### config.mk
export PLATFORM = sky130hd
export DESIGN_NAME = video_timing_sched
export DESIGN_NICKNAME = d
export VERILOG_FILES = /design/src/rtl/video_timing_sched.sv
export SDC_FILE = /design/constraint.sdc
export NUM_CORES = 1
export LEC_CHECK = 0
export ABC_CLOCK_PERIOD_IN_PS = 2200
export CAP_MARGIN = 10
export CORE_MARGIN = 5
export CORE_UTILIZATION = 45
export CTS_CLUSTER_DIAMETER = 40
export DETAILED_ROUTE_END_ITERATION = 10
export HOLD_SLACK_MARGIN = 0.03
export PLACE_DENSITY = 0.88
export REMOVE_ABC_BUFFERS = 1
export SYNTH_ARGS = -nofsm -noshare
export SYNTH_HDL_FRONTEND = slang
export SYNTH_SLANG_ARGS = --single-unit
export TNS_END_PERCENT = 20
### constraint.sdc
create_clock -name clk -period 2.2 [get_ports clk]
set_clock_uncertainty 0.05 [all_clocks]
set_input_delay 0.22 -clock clk [delete_from_list [all_inputs] [get_ports clk]]
set_output_delay 0.22 -clock clk [all_outputs]
set_load 0.03 [all_outputs]
### src/rtl/video_timing_sched.sv
// Raster timing generator plus SOF-locking pixel scheduler; de/hsync/vsync/pixel out 1 clk after counter position.
// Upstream stalls (ready=0) outside active pixels, while aligning to SOF, and on a misplaced SOF.
module video_timing_sched #(
  parameter int H_ACTIVE = 1280,
  parameter int H_FP     = 110,
  parameter int H_SYNC   = 40,
  parameter int H_BP     = 220,
  parameter int V_ACTIVE = 720,
  parameter int V_FP     = 5,
  parameter int V_SYNC   = 5,
  parameter int V_BP     = 20
) (
  input  logic        clk,
  input  logic        rst_n,
  input  logic        enable,
  input  logic [23:0] pixel_data_in,
  input  logic        pixel_valid_in,
  input  logic        pixel_sof_in,
  output logic        pixel_ready_out,
  output logic [23:0] pixel_data_out,
  output logic        de,
  output logic        hsync,
  output logic        vsync,
  output logic        locked,
  output logic [15:0] underflow_cnt,
  output logic [7:0]  resync_cnt
);

  localparam int H_TOTAL = H_ACTIVE + H_FP + H_SYNC + H_BP;
  localparam int V_TOTAL = V_ACTIVE + V_FP + V_SYNC + V_BP;
  localparam int HW = $clog2(H_TOTAL + 1);
  localparam int VW = $clog2(V_TOTAL + 1);

  localparam logic [HW-1:0] H_LAST   = HW'(H_TOTAL - 1);
  localparam logic [HW-1:0] H_ACT    = HW'(H_ACTIVE);
  localparam logic [HW-1:0] HS_START = HW'(H_ACTIVE + H_FP);
  localparam logic [HW-1:0] HS_END   = HW'(H_ACTIVE + H_FP + H_SYNC);
  localparam logic [VW-1:0] V_LAST   = VW'(V_TOTAL - 1);
  localparam logic [VW-1:0] V_ACT    = VW'(V_ACTIVE);
  localparam logic [VW-1:0] VS_START = VW'(V_ACTIVE + V_FP);
  localparam logic [VW-1:0] VS_END   = VW'(V_ACTIVE + V_FP + V_SYNC);

  typedef enum logic [1:0] {IDLE, SEEK, ALIGN, RUN} state_e;

  state_e        state_q, state_d;
  logic [HW-1:0] h_cnt_q, h_cnt_d;
  logic [VW-1:0] v_cnt_q, v_cnt_d;
  logic [23:0]   data_q, data_d;
  logic          de_q, hsync_q, vsync_q, locked_q;
  logic [15:0]   underflow_q;
  logic [7:0]    resync_q;

  logic h_last, v_last, active, hs_win, vs_win, at_origin, frame_end;
  logic ready, starve, resync_evt;

  assign h_last    = (h_cnt_q == H_LAST);
  assign v_last    = (v_cnt_q == V_LAST);
  assign active    = (h_cnt_q < H_ACT) && (v_cnt_q < V_ACT);
  assign hs_win    = (h_cnt_q >= HS_START) && (h_cnt_q < HS_END);
  assign vs_win    = (v_cnt_q >= VS_START) && (v_cnt_q < VS_END);
  assign at_origin = (h_cnt_q == '0) && (v_cnt_q == '0);
  assign frame_end = h_last && v_last;

  always_comb begin
    h_cnt_d = h_cnt_q + 1'b1;
    v_cnt_d = v_cnt_q;
    if (!enable) begin
      h_cnt_d = '0;
      v_cnt_d = '0;
    end else if (h_last) begin
      h_cnt_d = '0;
      v_cnt_d = v_last ? '0 : v_cnt_q + 1'b1;
    end
  end

  always_comb begin
    state_d    = state_q;
    ready      = 1'b0;
    data_d     = '0;
    starve     = 1'b0;
    resync_evt = 1'b0;
    if (!enable) begin
      state_d = IDLE;
    end else begin
      case (state_q)
        IDLE: state_d = SEEK;
        SEEK: begin
          // Non-SOF beats are drained; the SOF beat is held for (0,0).
          ready = pixel_valid_in && !pixel_sof_in;
          if (pixel_valid_in && pixel_sof_in) state_d = ALIGN;
        end
        ALIGN: if (frame_end) state_d = RUN;
        RUN: begin
          if (active) begin
            ready = 1'b1;
            if (!pixel_valid_in) begin
              starve = 1'b1;
            end else if (pixel_sof_in && !at_origin) begin
              ready      = 1'b0;
              resync_evt = 1'b1;
              state_d    = ALIGN;
            end else begin
              data_d = pixel_data_in;
            end
          end
        end
        default: state_d = IDLE;
      endcase
    end
  end

  always_ff @(posedge clk or negedge rst_n) begin
    if (!rst_n) begin
      state_q     <= IDLE;
      h_cnt_q     <= '0;
      v_cnt_q     <= '0;
      data_q      <= '0;
      de_q        <= 1'b0;
      hsync_q     <= 1'b0;
      vsync_q     <= 1'b0;
      locked_q    <= 1'b0;
      underflow_q <= '0;
      resync_q    <= '0;
    end else begin
      state_q  <= state_d;
      h_cnt_q  <= h_cnt_d;
      v_cnt_q  <= v_cnt_d;
      data_q   <= data_d;
      de_q     <= enable && active;
      hsync_q  <= enable && hs_win;
      vsync_q  <= enable && vs_win;
      locked_q <= (state_d == RUN);
      if (starve && (underflow_q != 16'hFFFF)) underflow_q <= underflow_q + 16'd1;
      if (resync_evt && (resync_q != 8'hFF))   resync_q    <= resync_q + 8'd1;
    end
  end

  assign pixel_ready_out = ready;
  assign pixel_data_out  = data_q;
  assign de              = de_q;
  assign hsync           = hsync_q;
  assign vsync           = vsync_q;
  assign locked          = locked_q;
  assign underflow_cnt   = underflow_q;
  assign resync_cnt      = resync_q;

endmodule
# After elaboration in Yosys (flattened, before gate mapping)
# Cells that the tools add are included.
# op_classes
reduce_logical	18
n_eq_ne	9
n_mux	31
magnitude_cmp	6
addsub	4
# ops
op	n
$mux 24	5
$mux 10	3
$lt 11x11->1 const B	2
$mux 11	2
$lt 10x10->1 const B	2
$add 16x1->16 const B	1
$ne 16x16->1 const B	1
$logic_and 1x1->1	13
$mux 1	13
$mux 2	6
$add 11x1->11 const B	1
$eq 11x11->1 const B	1
$ge 11x11->1 const B	1
$logic_not 11->1	1
$add 10x1->10 const B	1
$eq 10x10->1 const B	1
$ge 10x10->1 const B	1
$logic_not 10->1	1
$add 8x1->8 const B	1
$ne 8x8->1 const B	1
$pmux 2 s4	1
$eq 2x2->1 const B	3
$eq 2x1->1 const B	1
$logic_not 1->1	2
other kinds (3)	3
# word_totals
reg_bits	75
out_inout_bits	53
wordCells	78

# Depth between registers and ports, before layout
# depth
word_depth	10
ltp_mapped	8
mapped_depth_nobuf	7

# Worst setup path before layout
# No wires, ideal clock.
# synth_path
path_kind	flip-flop to flip-flop
from	register h_cnt_q[2]
to	register v_cnt_q[7]
arrival_time_ps	2233
stages_incl_launch_ff	7
path_buffers	1
setup_ps	69
setup_slack_ps	-152
synth_period_minus_slack_ps	2352
cell_sequence	dfrtp_1 > or4_4 > or3_4 > and2_4 > buf_6 > or4_1 > nand3_1
# synth_via
elab_chain_len	2
# synth_rtl
item	line_no	rtl
start: declaration	46	logic [HW-1:0] h_cnt_q, h_cnt_d;
start signal: assignment	126	h_cnt_q <= h_cnt_d;
$eq 11x11->1	56	assign h_last = (h_cnt_q == H_LAST);
$ne 2x1->1 (no line)	n/a	
end signal: assignment	127	v_cnt_q <= v_cnt_d;
end: declaration	47	logic [VW-1:0] v_cnt_q, v_cnt_d;
# No other way between the ends.
# A chain may end at the register's enable or synchronous reset.

# Worst setup path after layout
# layout_path
from	register v_cnt_q[8]
to	output pixel_ready_out
# layout_via
elab_chain_len	9
# layout_rtl
item	line_no	rtl
branches (longest 6 deep; another with $lt 10x10->1)	n/a	
$mux 1 (*)	94	if (active) begin
$pmux 1 s2 (*)	85	case (state_q)
$mux 1 (*)	82	if (!enable) begin
end: declaration	19	output logic pixel_ready_out,
# Every way passes the cells marked *.

==> metrics.txt <==
Least-Margin Pin Slew approximately 0.63 ns; root buf cell clkbuf_8; number of synthesized flops with an enable pin 0; Worst Path Max Fanout 6; Setup Crit Path Kind reg -> out; Final Instance Area roughly 5000 um2; residual antenna-violating net count after detailed routing 0; register bit total from synthesis 75; dominant cell type by area after synthesis dfrtp_1; number of antenna repair diodes 0; sum of internal, switching and leakage power approximately 2.7 mW; combined area of all synthesized cells 3480 um2; count of input and output buffers between 80 and 90; synth top area cells dfrtp_1, xnor2_1, and2_1; number of setup violations in the final report 17; final worst path period need 2.31 ns; Routed wire per std cell 17.7 um; chip height about 98 um; Lkg Pwr 2.18 nW; placer's final routability congestion estimate 0.893; CTS buffer count 9; sum of overflow across all layers after global routing 0; normalized max-slew margin between 50 and 60%; fmax 432 MHz; count of pins on the block boundary between 80 and 90; power per cell area ~540 nW/um2; clock-pin slew on the worst setup and hold paths 0.09 ns; worst ir drop on vdd ~480 uV; Max Slew Vio Count 0; synthesized instance count approximately 330; Max Cap Viol 0; antenna violations before repair 0; wire length of the first global-routing pass 15300 um; number of global-route vias before repair 3077; maximum number of pins on one net before global-route repair 50; clock insertion delay at the later pin of the skew report 0.36 ns; core utilization of the finished layout 65.8%; CTS sink cnt 75; asr flop ratio synth 100%; post-placement setup slack -0.0412 ns; clk buf depth 2; die outline width slightly below 100 um; number of DRC violations after detailed-routing iteration 0 between 200 and 250; Worst Setup Start Kind register; sum of net half-perimeters after detailed placement between 6000 and 7000 um; Synth top cells by count dfrtp_1, and2_1, nor2_1; die area 9600 um2; violations in the final reports negative setup slack; placeable core region 7650 um2; arrival time of data at the critical path endpoint around 2.0 ns; register area share after synthesis 53.9%; post-route DRC violation count 0; Synth-to-Final Area Change 44.3%; post-synthesis cell type count 48; number of detailed-routing iterations run before antenna repair 5; CTS tree yes; Avg Vias per Cell 5.58; number of nets in the final layout 485; post-synth top area share about 54%; Initial Utilization between 40% and 50%; via count 3090; kind of capture point of the worst setup path output port; top_reg_cell synth dfrtp_1; placed standard-cell area 4600 um2; final setup TNS -0.322 ns; most common cell in the synthesized netlist dfrtp_1; mean cell area of the mapped netlist 10.7 um2; CTS HTree Levels 3; Tcrit/Tclk final 105%; number of warnings printed during yosys synthesis 0; Min-Delay Path Class in -> async; unrepaired setup endpoints after global routing yes; row count 32; required time worst endpoint 1.93 ns; Routed Wire Length approximately 10000 um; share of post-route cells with drive strength above 1 22.3%; global-route usage over all layers 20.0%; final hold viol count 0; Worst Setup Slack, final -0.115 ns; status finished, violations left
-- worst max-delay path, stage by stage, from the launching register on --
cell and delay, ns:
dfrtp_1 0.47, nand4b_1 0.38, o211a_1 0.35, nand2b_1 0.15
o2111ai_1 0.10, a21oi_2 0.09, buf_6 0.15
-- metrics by stage --
stage / instances / hold WS [ns]
after detailed placement: 529 / 0.230
after CTS: 550 / 0.343
final: 554 / 0.353
after global routing: 554 / 0.357
after floorplan: 315 / -0.126
after global placement: 529 / 0.221
-- cell families (layout without fill, tap and decap cells) --
group,count (synthesis),count (layout),share of synthesized area (%)
multiplexers,2,2,0.646
XOR/XNOR,28,28,7.04
AO/OA/AOI/OAI,41,41,8.22
flip-flops,75,75,53.9
AND/OR/NAND/NOR,150,150,23.8
buffers and inverters,22,147,3.16
adder cells (fa/ha/maj),9,9,3.23
-- layer usage --
metal | up-vias | GRT usage [%] | wire [um]
met5 | - | 0 | 0
met4 | 0 | 8.63 | 268
met3 | 28 | 7.29 | 903
met2 | 145 | 32.9 | 4870
met1 | 1523 | 23.5 | 3770
li1 | 1394 | - | -
-- cells in the final DEF (no fill, tap or decap), types with 4 or more instances in the layout --
cell type and count:
nor3_1 4, xor2_1 6, o21ai_0 10, and2_1 21, clkbuf_8 9, o31ai_1 5, buf_6 5, or4_1 4
nand2b_1 4, buf_4 35, dfrtp_1 70, dfrtp_2 5, ha_1 8, nand4_1 11, and2_4 6, nor2_1 24
inv_1 8, nand2_1 18, nand3_1 21, xnor2_1 22, and3_1 6, clkdlybuf4s50_1 79
-- state kept, by name, summed over array words and instances (netlist names) --
signal / flops
de: 1
vsync: 1
state_q: 2
locked: 1
resync_cnt: 8
underflow_cnt: 16
hsync: 1
h_cnt_q: 11
pixel_data_out: 24
v_cnt_q: 10
-- power breakdown --
group | leakage [nW] | internal (mW) | switching [mW]
Combinational | 1.06 | 0.137 | 0.150
Clock | 0.0868 | 0.424 | 0.573
Sequential | 1.03 | 1.40 | 0.0314
-- layout make-up --
cell class                      count  area, um2
Tap cell                          102        128
Inverter                           10       37.5
Clock buffer                        9        124
Clock inverter                      7       58.8
Sequential cell                    75       1880
Multi-Input combinational cell    230       1660
Timing Repair Buffer              121       1140
Fill cell                         530       2620
-- repair_timing --
| item | 4_1_cts | 5_1_grt |
|---|---|---|
| hold buffers | 1 | 0 |
| cloned | 1 | 1 |
| resized for setup | 15 | 30 |
| hold endpoints to repair | 48 | 0 |
| pin swaps | 6 | 11 |
| buffers inserted | 3 | 3 |
| endpoints found under the setup margin | 26 | 38 |
-- worst paths after layout --
| check | from | end | slack (ns) | cells past startpoint |
|---|---|---|---|---|
| min in group clk | pixel_data_in[2] | pixel_data_out[2]$_DFF_PN0_ | 0.35 | 2 |
| worst min register to register | resync_cnt[4]$_DFFE_PN0P_ | resync_cnt[4]$_DFFE_PN0P_ | 0.45 | 1 |
| worst min-delay path | rst_n | underflow_cnt[1]$_DFFE_PN0P_ | 0.35 | 2 |
| max in group asynchronous | rst_n | v_cnt_q[2]$_DFFE_PN0P_ | 1.18 | 3 |
| worst max-delay path | v_cnt_q[8]$_DFFE_PN0P_ | pixel_ready_out | -0.11 | 6 |
| worst max register to register | v_cnt_q[8]$_DFFE_PN0P_ | resync_cnt[1]$_DFFE_PN0P_ | -0.03 | 6 |
(Power assumes the default switching activity.)
